===== src/rtl/load_store_unit.sv =====
// Load/store unit: single-outstanding core-side initiator for a byte-addressed,
// little-endian, word-wide data memory. Sub-word stores are merged by
// read-modify-write; loads are extracted and sign/zero-extended.
module load_store_unit #(
  parameter int unsigned MEM_BYTES = 256
) (
  input  logic        clk,
  input  logic        reset,
  input  logic        req_valid,
  output logic        req_ready,
  input  logic        req_write,
  input  logic [2:0]  req_funct3,
  input  logic [31:0] req_addr,
  input  logic [31:0] req_wdata,
  output logic        rsp_valid,
  input  logic        rsp_ready,
  output logic [31:0] rsp_rdata,
  output logic [1:0]  rsp_err,
  output logic [31:0] mem_address,
  output logic [31:0] mem_writeData,
  output logic        mem_memRead,
  output logic        mem_memWrite,
  input  logic [31:0] mem_memData
);

  typedef enum logic [2:0] {StIdle, StLoad, StRmwRead, StWrite, StResp} state_t;

  state_t      state_q;
  logic [2:0]  funct3_q;
  logic [1:0]  lane_q;
  logic [31:0] wdata_q;

  logic        err_illegal;
  logic        err_misaligned;
  logic        err_range;
  logic [1:0]  err_code;
  logic [31:0] load_data;
  logic [31:0] merged_word;
  logic [7:0]  sel_byte;
  logic [15:0] sel_half;

  // Request error classification, highest priority first.
  always_comb begin
    err_illegal    = (req_funct3 == 3'b011) || (req_funct3[2:1] == 2'b11) ||
                     (req_funct3[2] && req_write);
    err_misaligned = ((req_funct3[1:0] == 2'b01) && req_addr[0]) ||
                     ((req_funct3[1:0] == 2'b10) && (req_addr[1:0] != 2'b00));
    err_range      = req_addr >= 32'(MEM_BYTES);
    if (err_illegal)         err_code = 2'b11;
    else if (err_misaligned) err_code = 2'b01;
    else if (err_range)      err_code = 2'b10;
    else                     err_code = 2'b00;
  end

  // Lane extraction and extension of the returned memory word.
  always_comb begin
    sel_byte = mem_memData[{lane_q, 3'b000} +: 8];
    sel_half = lane_q[1] ? mem_memData[31:16] : mem_memData[15:0];
    unique case (funct3_q)
      3'b000:  load_data = {{24{sel_byte[7]}}, sel_byte};
      3'b001:  load_data = {{16{sel_half[15]}}, sel_half};
      3'b100:  load_data = {24'h0, sel_byte};
      3'b101:  load_data = {16'h0, sel_half};
      default: load_data = mem_memData;
    endcase
  end

  // Sub-word store merge into the word just read.
  always_comb begin
    merged_word = mem_memData;
    if (funct3_q[1:0] == 2'b00) begin
      merged_word[{lane_q, 3'b000} +: 8] = wdata_q[7:0];
    end else begin
      merged_word[{lane_q[1], 4'b0000} +: 16] = wdata_q[15:0];
    end
  end

  // Handshake and strobe decode; strobes are forced low while reset is high.
  assign req_ready    = (state_q == StIdle);
  assign rsp_valid    = (state_q == StResp);
  assign mem_memRead  = !reset && ((state_q == StLoad) || (state_q == StRmwRead));
  assign mem_memWrite = !reset && (state_q == StWrite);

  // Control FSM with registered response and memory-side outputs.
  always_ff @(posedge clk) begin
    if (reset) begin
      state_q       <= StIdle;
      funct3_q      <= 3'b000;
      lane_q        <= 2'b00;
      wdata_q       <= 32'h0;
      rsp_rdata     <= 32'h0;
      rsp_err       <= 2'b00;
      mem_address   <= 32'h0;
      mem_writeData <= 32'h0;
    end else begin
      unique case (state_q)
        StIdle: begin
          if (req_valid) begin
            funct3_q  <= req_funct3;
            lane_q    <= req_addr[1:0];
            wdata_q   <= req_wdata;
            rsp_rdata <= 32'h0;
            rsp_err   <= err_code;
            if (err_code != 2'b00) begin
              // Errored requests never touch memory; mem_address keeps its value.
              state_q <= StResp;
            end else begin
              mem_address <= {req_addr[31:2], 2'b00};
              if (!req_write) begin
                state_q <= StLoad;
              end else if (req_funct3[1:0] == 2'b10) begin
                mem_writeData <= req_wdata;
                state_q       <= StWrite;
              end else begin
                state_q <= StRmwRead;
              end
            end
          end
        end
        StLoad: begin
          rsp_rdata <= load_data;
          state_q   <= StResp;
        end
        StRmwRead: begin
          mem_writeData <= merged_word;
          state_q       <= StWrite;
        end
        StWrite: begin
          state_q <= StResp;
        end
        StResp: begin
          if (rsp_ready) state_q <= StIdle;
        end
        default: state_q <= StIdle;
      endcase
    end
  end

endmodule


===== config.mk =====
export PLATFORM = sky130hd
export DESIGN_NAME = load_store_unit
export DESIGN_NICKNAME = d
export VERILOG_FILES = /design/src/rtl/load_store_unit.sv
export SDC_FILE = /design/constraint.sdc
export NUM_CORES = 1
export LEC_CHECK = 0
export ABC_AREA = 1
export BUFFER_PORTS_ARGS = -buffer_cell sky130_fd_sc_hd__buf_4
export CORE_MARGIN = 4
export CORE_UTILIZATION = 35
export DETAILED_ROUTE_END_ITERATION = 16
export SYNTH_ARGS = -nofsm -noshare
export SYNTH_HDL_FRONTEND = slang
export SYNTH_SLANG_ARGS = --single-unit

===== constraint.sdc =====
create_clock -name clk -period 6.4 [get_ports clk]
set_input_delay 0.64 -clock clk [delete_from_list [all_inputs] [get_ports clk]]
set_output_delay 0.64 -clock clk [all_outputs]
set_load 0.01 [all_outputs]

; ---- Word level (Yosys, flattened, before mapping)
; Cells that the tools add are included.
[word_totals]
register_bits = 120
latchBits = 0
ramBits = 0
romBits = 0
input_bits = 104
output_inout_bits = 102
word_cells = 77
mem_count = 0
[op_classes]
addsub = 2
multipliers = 0
div = 0
order_cmp = 1
n_eq_ne = 16
shift = 5
mux = 21
bitwise_logic = 1
n_reduce_logical = 23
[op_table]
columns = op, n
row1 = 32-bit two-way mux, 6
row2 = 32-bit case mux with 2 select lines, 2
row3 = 32-bit case mux with 4 select lines, 1
row4 = 32-bit bitwise mux, 2
row5 = "32-bit by 9-bit >= comparator with 1-bit output, second input constant", 1
row6 = "16-bit by 7-bit variable shift with 32-bit output, first input constant", 1
row7 = "8-bit by 7-bit variable shift with 32-bit output, first input constant", 1
row8 = 16-bit by 7-bit variable part select with 32-bit output, 1
row9 = 32-bit by 6-bit variable part select with 8-bit output, 1
row10 = 8-bit by 7-bit variable part select with 32-bit output, 1
row11 = 16-bit two-way mux, 1
row12 = 5-bit negation with 7-bit output, 2
row13 = 3-bit case mux with 4 select lines, 1
row14 = "3-bit by 2-bit == test with 1-bit output, second input constant", 3
row15 = "3-bit == test, second input constant", 3
row16 = 3-bit two-way mux, 3
row17 = 2-bit two-way mux, 4
row18 = 2-bit nonzero test, 4
row19 = "3-bit by 1-bit == test with 1-bit output, second input constant", 2
row20 = 3-bit zero test, 2
row21 = "2-bit by 1-bit inequality test with 1-bit output, second input constant", 3
row22 = 2-bit AND reduction, 3
row23 = 1-bit logical AND, 5
row24 = 5-bit AND reduction, 1
row25 = other kinds (10), 15

; ---- Logic depth before layout (Yosys ltp)
; Gate-level depths: netlist (run 1).
[logic_depth]
word_depth = 9
ltp_mapped = 15

; ---- Worst setup path before layout (run 1)
; Ideal clock, no wire load.
[synth_timing]
kind = register to register
from = register lane_q[1]
to = register mem_writeData[29]
setup_time_ns = 0.064
arrival_time_ns = 2.113
required_ns = 6.336
slack_ns = 4.223
path_stages_with_launch = 16
path_cell_list = dfxtp_1 buf_2 clkinv_1 clkbuf_1 ha_1 buf_2 inv_1 buf_2 nand3_1 nor2_1 nor2_1 nor2_1 a21oi_1 nand3_1 nand2_1 nor2_1
[synth_between]
elab_chain_len = 5
[synth_rtl]
columns = element, line_no
row1 = start: declaration, 30  ; logic [1:0] lane_q;
row2 = start signal: assignment, 100  ; lane_q <= req_addr[1:0];
row3 = 5-bit negation with 7-bit output (on tied branches), "74, 72"
row4 = 16-bit by 7-bit variable part select with 32-bit output (tied with other cells), 74  ; merged_word[{lane_q[1], 4'b0000} +: 16] = wdata_q[15:0];
row5 = 32-bit bitwise mux (on tied branches), "74, 72"
row6 = 32-bit two-way mux *, 71  ; if (funct3_q[1:0] == 2'b00) begin
row7 = 32-bit case mux with 2 select lines *, 96  ; unique case (state_q)
row8 = end signal: assignment, 112  ; mem_writeData <= req_wdata;
row9 = end signal: assignment, 125  ; mem_writeData <= merged_word;
row10 = end: declaration, 20  ; output logic [31:0] mem_writeData,
; Mark *: on every way between the ends. The rest lies on a longest branch, timed or not.
; A chain may end at the register's enable or synchronous reset.

; ---- Worst setup path in the final report (run 1)
[layout_timing]
from = register state_q[1]
to = output mem_memRead
[layout_between]
elab_chain_len = 3
[layout_rtl]
columns = element, line_no
row1 = start: declaration, 28  ; state_t state_q;
row2 = start signal: assignment, 87  ; state_q <= StIdle;
row3 = start signal: assignment, 106  ; state_q <= StResp;
row4 = start signal: assignment, 110  ; state_q <= StLoad;
row5 = 3-bit by 1-bit == test with 1-bit output or 3-bit by 2-bit == test with 1-bit output (tied branches), 81  ; assign mem_memRead = !reset && ((state_q == StLoad) || (state_q == StRmwRead));
row6 = 1-bit logical OR *, 81
row7 = 1-bit logical AND *, 81
row8 = end: declaration, 21  ; output logic mem_memRead,
; Marked as above.

==> results of run 1 <==
-- cells in the mapped netlist --
master and instances:
clkinv_1 1, nand2_1 185, nor2_4 2, nand2_2 4, inv_2 8, buf_4 3, nor3_4 1, conb_1 1
buf_2 26, nand3_1 57, o21ai_1 10, ha_1 5, nand3_2 2, nor2_2 2, a21oi_1 152, o21ai_0 134
o211ai_1 8, nor2_1 148, inv_1 100, nor3_1 9, dfxtp_1 120, a31oi_1 10, a21oi_2 1, clkbuf_1 40
o21bai_4 1, buf_1 3, nand4_1 8
-- worst min-delay path: cells and delay by family --
family / cells / cell delay [ps]
AND/OR/NAND/NOR: 2 / 110
buffers and inverters: 1 / 80
-- state kept, by name, summed over array words and instances, names as in the netlist --
| signal | cells |
|---|---|
| mem_writeData | 32 |
| rsp_rdata | 32 |
| mem_address | 30 |
| wdata_q | 16 |
| funct3_q | 3 |
| state_q | 3 |
| lane_q | 2 |
| rsp_err | 2 |
-- per-stage QoR --
stage	utilization, %	hold WS [ps]	area [sq um]	instances
after floorplan	-	438.9	6554	1042
after global placement	44.47	443.0	8097	1408
after detailed placement	44.47	446.5	8097	1408
after CTS	47.58	420.0	8663	1440
after global routing	47.58	432.8	8663	1440
final	47.58	435.4	8663	1440
-- cell families after synthesis --
family,Yosys count,synth area share (%)
other,1,0.05725
AO/OA/AOI/OAI,316,24.91
buffers and inverters,181,11.04
flip-flops,120,36.68
adder cells (fa/ha/maj),5,0.9551
AND/OR/NAND/NOR,418,26.36
-- report_power, final --
group / switching [mW] / leakage, nW / internal, mW
Combinational: 0.209 / 2.79 / 0.114
Sequential: 0.0227 / 0.973 / 0.765
Clock: 0.375 / 0.268 / 0.544
-- cell type report --
| cell class | instances | area, sq um |
|---|---|---|
| well taps | 229 | 286.5 |
| fillers | 1951 | 9545 |
| clock inverters | 14 | 127.6 |
| inverters | 109 | 409.1 |
| flip-flops and latches | 120 | 2404 |
| repair buffers | 209 | 1569 |
| multi-input cells | 741 | 3428 |
| clock buffers | 18 | 439.2 |
-- path summary, 6_finish.rpt --
check	start	endpoint	depth (start not counted)
worst max register to register	state_q[1]	mem_writeData[1]	8
worst min register to register	mem_address[19]	mem_address[19]	2
worst max-delay path	state_q[1]	mem_memRead	5
worst min-delay path	req_addr[4]	mem_address[4]	3
-- routing by layer --
layer,up-vias,wire length (microns),GRT usage (%)
met1,3224,10650,30.33
li1,3710,-,-
met4,0,514,7.609
met5,-,0,0
met2,275,10200,33.35
met3,33,1913,5.718
==> impl_metrics.env, run 1 <==
export IMPL_status="completed"
export IMPL_die_x_microns=144.8
export IMPL_cts_htree_levels=4
export IMPL_cp_max_fo=41
export IMPL_synth_top_cell_by_area="dfxtp_1"
export IMPL_clock_skew_ps=9.366
export IMPL_worst_pin_slew_ps=1231
export IMPL_routed_via_density=5.029
export IMPL_portBuffers=203
export IMPL_initial_core_util_pct=35.97
export IMPL_fin_crit_ps=3116
export IMPL_reg2reg_setup_slack_ps=3360
export IMPL_grt_pass1_wl_microns=36350
export IMPL_globalRoute_totalOverflow=0
export IMPL_final_cell_mix="209 x buf_4, 185 x nand2_1, 152 x a21oi_1, 148 x nor2_1, 134 x o21ai_0"
export IMPL_clockBufferDepth=2
export IMPL_setup_viol=0
export IMPL_fin_nets=1307
export IMPL_crit_required_ps=5760
export IMPL_crit_top_cell="inv_2"
export IMPL_cp_num_buf_inv=3
export IMPL_critical_path_slowest_cell="nor2_4"
export IMPL_die_area_sq_mm=0.02097
export IMPL_antenna_found_initial=0
export IMPL_ctsResizeCount=0
export IMPL_seq_area_frac_synth_pct=36.68
export IMPL_routed_wl_microns=23270
export IMPL_rows=49
export IMPL_hp_class="input port to flop"
export IMPL_end_kind="output pin"
export IMPL_startpoint_type="flop"
export IMPL_finalWorstSetupSlack_ps=3284
export IMPL_syn_inst=1041
export IMPL_synth_cell_types=27
export IMPL_power_mw=2.030
export IMPL_pin_count=206
export IMPL_core_area_sq_mm=0.01821
export IMPL_dieHeight_microns=144.8
export IMPL_min_period_over_period_pct=48.69
export IMPL_max_freq_mhz=320.9
export IMPL_drtIter0Drc=540
export IMPL_grt_start_max_net_pins=87
export IMPL_grt_util_all_layers_pct=21.99
export IMPL_holdBufCountCts=0
export IMPL_final_hold_viol_count=0
export IMPL_cts_tree="done"
export IMPL_drc=0
export IMPL_cp_arrival_ps=2480
export IMPL_gp_congestion=0.8941
export IMPL_crit_family="buffers and inverters"
export IMPL_clk_latency_ps=430
export IMPL_postRouteAntennaNets=0
export IMPL_mostFrequentLayoutCell="buf_4"
export IMPL_synth_cell_area_sq_mm=0.006550
export IMPL_pre_cts_slack_ps=3366
export IMPL_clk_pin_slew_ps=60
export IMPL_synth_area_leaders="dfxtp_1 37%, a21oi_1 12%, nand2_1 11%, o21ai_0 10%, nor2_1 8.5%"
export IMPL_worstSetupPathType="flop to output pin"
export IMPL_setup_tns_final_ps=0
export IMPL_grt_setup_unrepaired="no"
export IMPL_wl_per_cell_microns=16.16
export IMPL_syn_area_per_cell_sq_um=6.292
export IMPL_peakVddDrop_v=0.0002000
export IMPL_numCtsBuffers=17
export IMPL_cts_setup_buffers=0
export IMPL_power_density_mw_per_mm2=234.3
export IMPL_max_slew_margin_rel_pct=17.84
export IMPL_cpPeakStageDelay_ps=680
export IMPL_clock_sinks=120
export IMPL_yosysTopAreaCellShare_pct=36.68
export IMPL_ys_seq_elements=120
export IMPL_drv_cap=0
export IMPL_grt_pass1_vias=6730
export IMPL_worstPathCellList="inv_2, nor2_4, inv_2, a21oi_1, buf_4"
export IMPL_power_leakage_nw=4.031
export IMPL_diodes=0
export IMPL_drtPass1Iterations=5
export IMPL_dpl_hpwl_microns=16850
export IMPL_route_vias_total=7242
export IMPL_clock_root_buffer="clkbuf_16"
export IMPL_yosys_warnings=0
export IMPL_layout_drive_gt1_share_pct=21.80
export IMPL_area_growth_pct=32.26
export IMPL_slew_viol_final=0
No activity file was read; power rests on OpenSTA's default activity.
==> inputs of run 2 (changes only) <==
clock period = 2.9 ns   (was 6.4 ns; I/O delays follow)
==> run 2 against run 1 <==
  * Worst setup slack got worse by 2900 ps
  * Wire length increased by 1.1%
  * Register-to-register slack got worse by 3000 ps
  * Critical path type is now flop to flop
  * Power increased by 140%
  * Flip-flop and latch count unchanged
  * Critical path depth increased by 6
  * Global-route usage increased by 0.50 points
  * Die area unchanged
==> impl_metrics.env, run 2 (synthesis gave the netlist of run 1 again) <==
export IMPL_status="completed"
export IMPL_max_slew_margin_rel_pct=58.84
export IMPL_rows=49
export IMPL_portBuffers=203
export IMPL_setup_viol=0
export IMPL_antenna_found_initial=0
export IMPL_mostFrequentLayoutCell="buf_4"
export IMPL_numCtsBuffers=17
export IMPL_grt_util_all_layers_pct=22.49
export IMPL_postPlaceCellArea_sq_mm=0.008177
export IMPL_pwr_share_seq_pct=36.1
export IMPL_cts_tree="done"
export IMPL_clockPowerShare_pct=48.4
export IMPL_peakVddDrop_v=0.0004015
export IMPL_drtPass1Iterations=5
export IMPL_design_area_sq_mm=0.008812
export IMPL_initial_core_util_pct=35.97
export IMPL_clk_latency_ps=420
export IMPL_clock_skew_ps=8.277
export IMPL_fin_crit_ps=2498
export IMPL_drv_cap=0
export IMPL_reg2reg_setup_slack_ps=400
export IMPL_area_growth_pct=34.54
export IMPL_drc=0
export IMPL_cts_setup_buffers=0
export IMPL_reg_top3="mem_writeData x32, rsp_rdata x32, mem_address x30"
export IMPL_routed_via_density=5.045
export IMPL_final_core_util_pct=48.40
export IMPL_final_hold_viol_count=0
export IMPL_final_cell_mix="217 x buf_4, 185 x nand2_1, 152 x a21oi_1, 148 x nor2_1, 134 x o21ai_0"
export IMPL_route_vias_total=7310
export IMPL_min_period_over_period_pct=86.13
export IMPL_fin_nets=1316
export IMPL_die_x_microns=144.8
export IMPL_p_int_mw=3.420
export IMPL_final_cells=1449
export IMPL_crit_required_ps=3260
export IMPL_cp_max_fo=16
export IMPL_worst_pin_slew_ps=615.2
export IMPL_core_area_sq_mm=0.01821
export IMPL_setup_tns_final_ps=0
export IMPL_cts_htree_levels=4
export IMPL_gp_congestion=0.9183
export IMPL_fillerInstances=1938
export IMPL_dpl_hpwl_microns=17110
export IMPL_drtIter0Drc=566
export IMPL_end_kind="flop"
export IMPL_clk_pin_slew_ps=60
export IMPL_clockBufferDepth=2
export IMPL_combPwrFrac_pct=15.5
export IMPL_max_freq_mhz=400.4
export IMPL_worstSetupPathType="flop to flop"
export IMPL_clock_sinks=120
export IMPL_globalRoute_totalOverflow=0
export IMPL_grt_start_max_net_pins=87
export IMPL_hp_class="input port to flop"
export IMPL_clock_root_buffer="clkbuf_16"
export IMPL_power_density_mw_per_mm2=543.0
export IMPL_cp_arrival_ps=2850
export IMPL_p_sw_mw=1.365
export IMPL_grt_setup_unrepaired="no"
export IMPL_wl_per_cell_microns=16.24
export IMPL_power_leakage_nw=4.114
export IMPL_slew_viol_final=0
export IMPL_startpoint_type="flop"
export IMPL_pin_count=206
export IMPL_swShare_pct=28.53
export IMPL_holdBufCountCts=0
export IMPL_postRouteAntennaNets=0
export IMPL_grt_pass1_wl_microns=36940
export IMPL_routed_wl_microns=23530
export IMPL_ctsResizeCount=0
export IMPL_placedCellCount=1417
export IMPL_layout_drive_gt1_share_pct=22.38
export IMPL_die_area_sq_mm=0.02097
export IMPL_diodes=0
export IMPL_dieHeight_microns=144.8
export IMPL_grt_pass1_vias=6954
[run 2: cell count changes in the layout (fill, tap and decap cells not counted), sizes merged]
cell / delta
buf: +9
clkinv: -4
bufinv: +3
inv: +2
clkinvlp: -1
[run 2: critical path: stages, from the launching register on]
cell,delay (ps)
dfxtp_1,600
inv_1,200
ha_1,350
inv_1,410
nand3_1,220
nor2_1,140
nor2_1,50
nor2_1,170
a21oi_1,70
nand3_1,80
nand2_1,50
nor2_1,90
[run 2: per-layer routing]
layer  wire, microns  track usage (%)  up-vias
li1                -                -     3730
met1           10750            30.81     3299
met2           10390            34.71      251
met3            1927            6.145       30
met4             459            6.627        0
met5               0                0        -
[run 2: final cells by class]
class | count | area [sq um] | area share (%)
clock inverter | 14 | 196.4 | 2.229
tap | 229 | 286.5 | 3.251
multi-input combinational | 741 | 3428 | 38.90
sequential | 120 | 2404 | 27.28
inverter | 109 | 409.1 | 4.643
timing repair buffer | 218 | 1649 | 18.71
clock buffer | 18 | 439.2 | 4.984
[run 2: final timing paths]
kind / startpoint / end / depth (start not counted)
setup / recovery: lane_q[0] / mem_writeData[30] / 11
hold / removal: req_addr[4] / mem_address[4] / 3
setup reg to reg: lane_q[0] / mem_writeData[30] / 11
hold reg to reg: mem_address[21] / mem_address[21] / 2
[run 2: per-stage QoR]
step | hold WS, ps | worst slack, ps | power [mW]
final | 87.00 | 402.2 | 4.785
after global routing | 87.88 | 97.67 | 5.000
after detailed placement | 446.4 | 478.3 | 2.494
after global placement | 443.2 | 546.0 | 2.495
after CTS | 67.35 | 454.0 | 4.815
after floorplan | 424.9 | 722.6 | 2.211
[run 2: power groups by stage]
| stage | Clock [mW] | Sequential, mW | Combinational, mW |
|---|---|---|---|
| after floorplan | 0 | 1.75 | 0.461 |
| after global placement | 0 | 1.76 | 0.735 |
| after detailed placement | 0 | 1.76 | 0.734 |
| after CTS | 2.35 | 1.72 | 0.737 |
| after global routing | 2.44 | 1.73 | 0.833 |
| final | 2.32 | 1.73 | 0.743 |
==> inputs of run 3 (changes only) <==
ABC_CLOCK_PERIOD_IN_PS = 2900   (was default)
CORE_ASPECT_RATIO = 1.4   (was default)
==> run 3 against run 2 <==
  * First-iteration DRC count increased by 9.7%
  * Die area increased by 0.15%
  * Clock power decreased by 11%
  * Sequential share of layout area about the same
  * Largest cell class unchanged
==> impl_metrics.env, run 3 (synthesis gave the netlist of run 1 again) <==
export IMPL_cp_arrival_ps=2480
export IMPL_portBuffers=203
export IMPL_combPwrFrac_pct=16.7
export IMPL_mostFrequentLayoutCell="buf_4"
export IMPL_power_density_mw_per_mm2=515.3
export IMPL_power_leakage_nw=4.099
export IMPL_routed_wl_microns=23930
export IMPL_fin_crit_ps=2124
export IMPL_finalWorstSetupSlack_ps=776.4
export IMPL_cts_tree="done"
export IMPL_max_slew_margin_rel_pct=61.49
export IMPL_clockPowerShare_pct=45.3
export IMPL_clk_latency_ps=420
export IMPL_fillerInstances=1957
export IMPL_pre_cts_slack_ps=827.8
export IMPL_min_period_over_period_pct=73.23
export IMPL_ctsResizeCount=0
export IMPL_p_int_mw=3.187
export IMPL_grt_setup_unrepaired="no"
export IMPL_status="completed"
export IMPL_initial_core_util_pct=35.96
export IMPL_slew_viol_final=0
export IMPL_peakVddDrop_v=0.0003545
export IMPL_swShare_pct=29.79
export IMPL_crit_required_ps=3250
export IMPL_numCtsBuffers=17
export IMPL_holdBufCountCts=0
export IMPL_clock_sinks=120
export IMPL_worstSetupPathType="flop to flop"
export IMPL_clockBufferDepth=2
export IMPL_wl_per_cell_microns=16.34
export IMPL_layout_drive_gt1_share_pct=22.63
export IMPL_max_freq_mhz=470.9
export IMPL_pwr_share_seq_pct=38.0
export IMPL_p_sw_mw=1.352
export IMPL_route_vias_total=7326
export IMPL_grt_pass1_wl_microns=36720
export IMPL_die_area_sq_mm=0.02100
export IMPL_startpoint_type="flop"
export IMPL_grt_pass1_vias=6856
export IMPL_reg_top3="mem_writeData x32, rsp_rdata x32, mem_address x30"
export IMPL_antenna_found_initial=0
export IMPL_drv_cap=0
export IMPL_drtIter0Drc=621
export IMPL_pin_count=206
export IMPL_setup_tns_final_ps=0
export IMPL_final_hold_viol_count=0
export IMPL_grt_start_max_net_pins=87
export IMPL_dieHeight_microns=169.9
export IMPL_cts_setup_buffers=0
export IMPL_gp_congestion=0.8855
export IMPL_area_growth_pct=34.50
export IMPL_core_area_sq_mm=0.01822
export IMPL_end_kind="flop"
export IMPL_reg2reg_setup_slack_ps=780
export IMPL_setup_viol=0
export IMPL_clk_pin_slew_ps=60
export IMPL_clock_root_buffer="clkbuf_16"
export IMPL_die_x_microns=123.6
export IMPL_fin_nets=1320
export IMPL_postRouteAntennaNets=0
export IMPL_cts_htree_levels=4
export IMPL_worst_pin_slew_ps=571.7
export IMPL_drtPass1Iterations=5
export IMPL_clock_skew_ps=7.774
export IMPL_cp_max_fo=9
export IMPL_hp_class="input port to flop"
export IMPL_diodes=0
export IMPL_drc=0
export IMPL_final_cell_mix="220 x buf_4, 185 x nand2_1, 152 x a21oi_1, 148 x nor2_1, 134 x o21ai_0"
export IMPL_routed_via_density=5.004
export IMPL_grt_util_all_layers_pct=22.40
export IMPL_dpl_hpwl_microns=17600
export IMPL_rows=58
export IMPL_globalRoute_totalOverflow=0
-- run 3: layout make-up --
cell class	instances	area, sq um	area share, %
well taps	240	300.3	3.409
multi-input cells	741	3428	38.91
flip-flops and latches	120	2404	27.28
clock inverters	13	123.9	1.406
inverters	109	409.1	4.644
repair buffers	222	1692	19.20
clock buffers	19	452.9	5.141
-- run 3: worst max-delay path, stage by stage (launching register included) --
cell and delay [ps]:
dfxtp_2 350, clkinv_1 150, ha_1 340, inv_1 260, buf_4 220, nand3_1 100, nor2_1 160, nor2_1 60
nor2_1 110, a21oi_1 60, nand3_1 100, nand2_1 50, nor2_1 100
-- run 3: power by group through the flow --
stage               Clock [mW]  Combinational, mW  Sequential [mW]
finish                    2.06              0.758             1.72
detailed placement           0              0.750             1.76
floorplan                    0              0.461             1.75
global placement             0              0.750             1.76
global route              2.15              0.842             1.73
CTS                       2.10              0.753             1.72
-- run 3: path summary, 6_finish.rpt --
path | from | endpoint | depth (start not counted)
worst min-delay path | req_addr[3] | mem_address[3] | 3
worst min register to register | mem_address[17] | mem_address[17] | 2
worst max register to register | lane_q[1] | mem_writeData[12] | 12
worst max-delay path | lane_q[1] | mem_writeData[12] | 12
-- run 3: layer usage --
metal  GRT usage, %  up-vias  part of all wire [%]
li1               -     3737                     -
met1          29.27     3282                    42
met2          34.78      264                    47
met3          5.219       43                   7.5
met4          10.36        0                   3.6
met5              0        -                     0
-- run 3: stage by stage --
| step | hold slack, ps | util [%] | cells | area, sq um | total power, mW |
|---|---|---|---|---|---|
| floorplan | 424.9 | - | 1042 | 6554 | 2.211 |
| global placement | 443.1 | 45.20 | 1432 | 8233 | 2.509 |
| detailed placement | 446.6 | 45.20 | 1432 | 8233 | 2.509 |
| CTS | 84.88 | 48.37 | 1464 | 8810 | 4.576 |
| global route | 96.71 | 48.37 | 1464 | 8810 | 4.721 |
| finish | 93.84 | 48.37 | 1464 | 8810 | 4.540 |
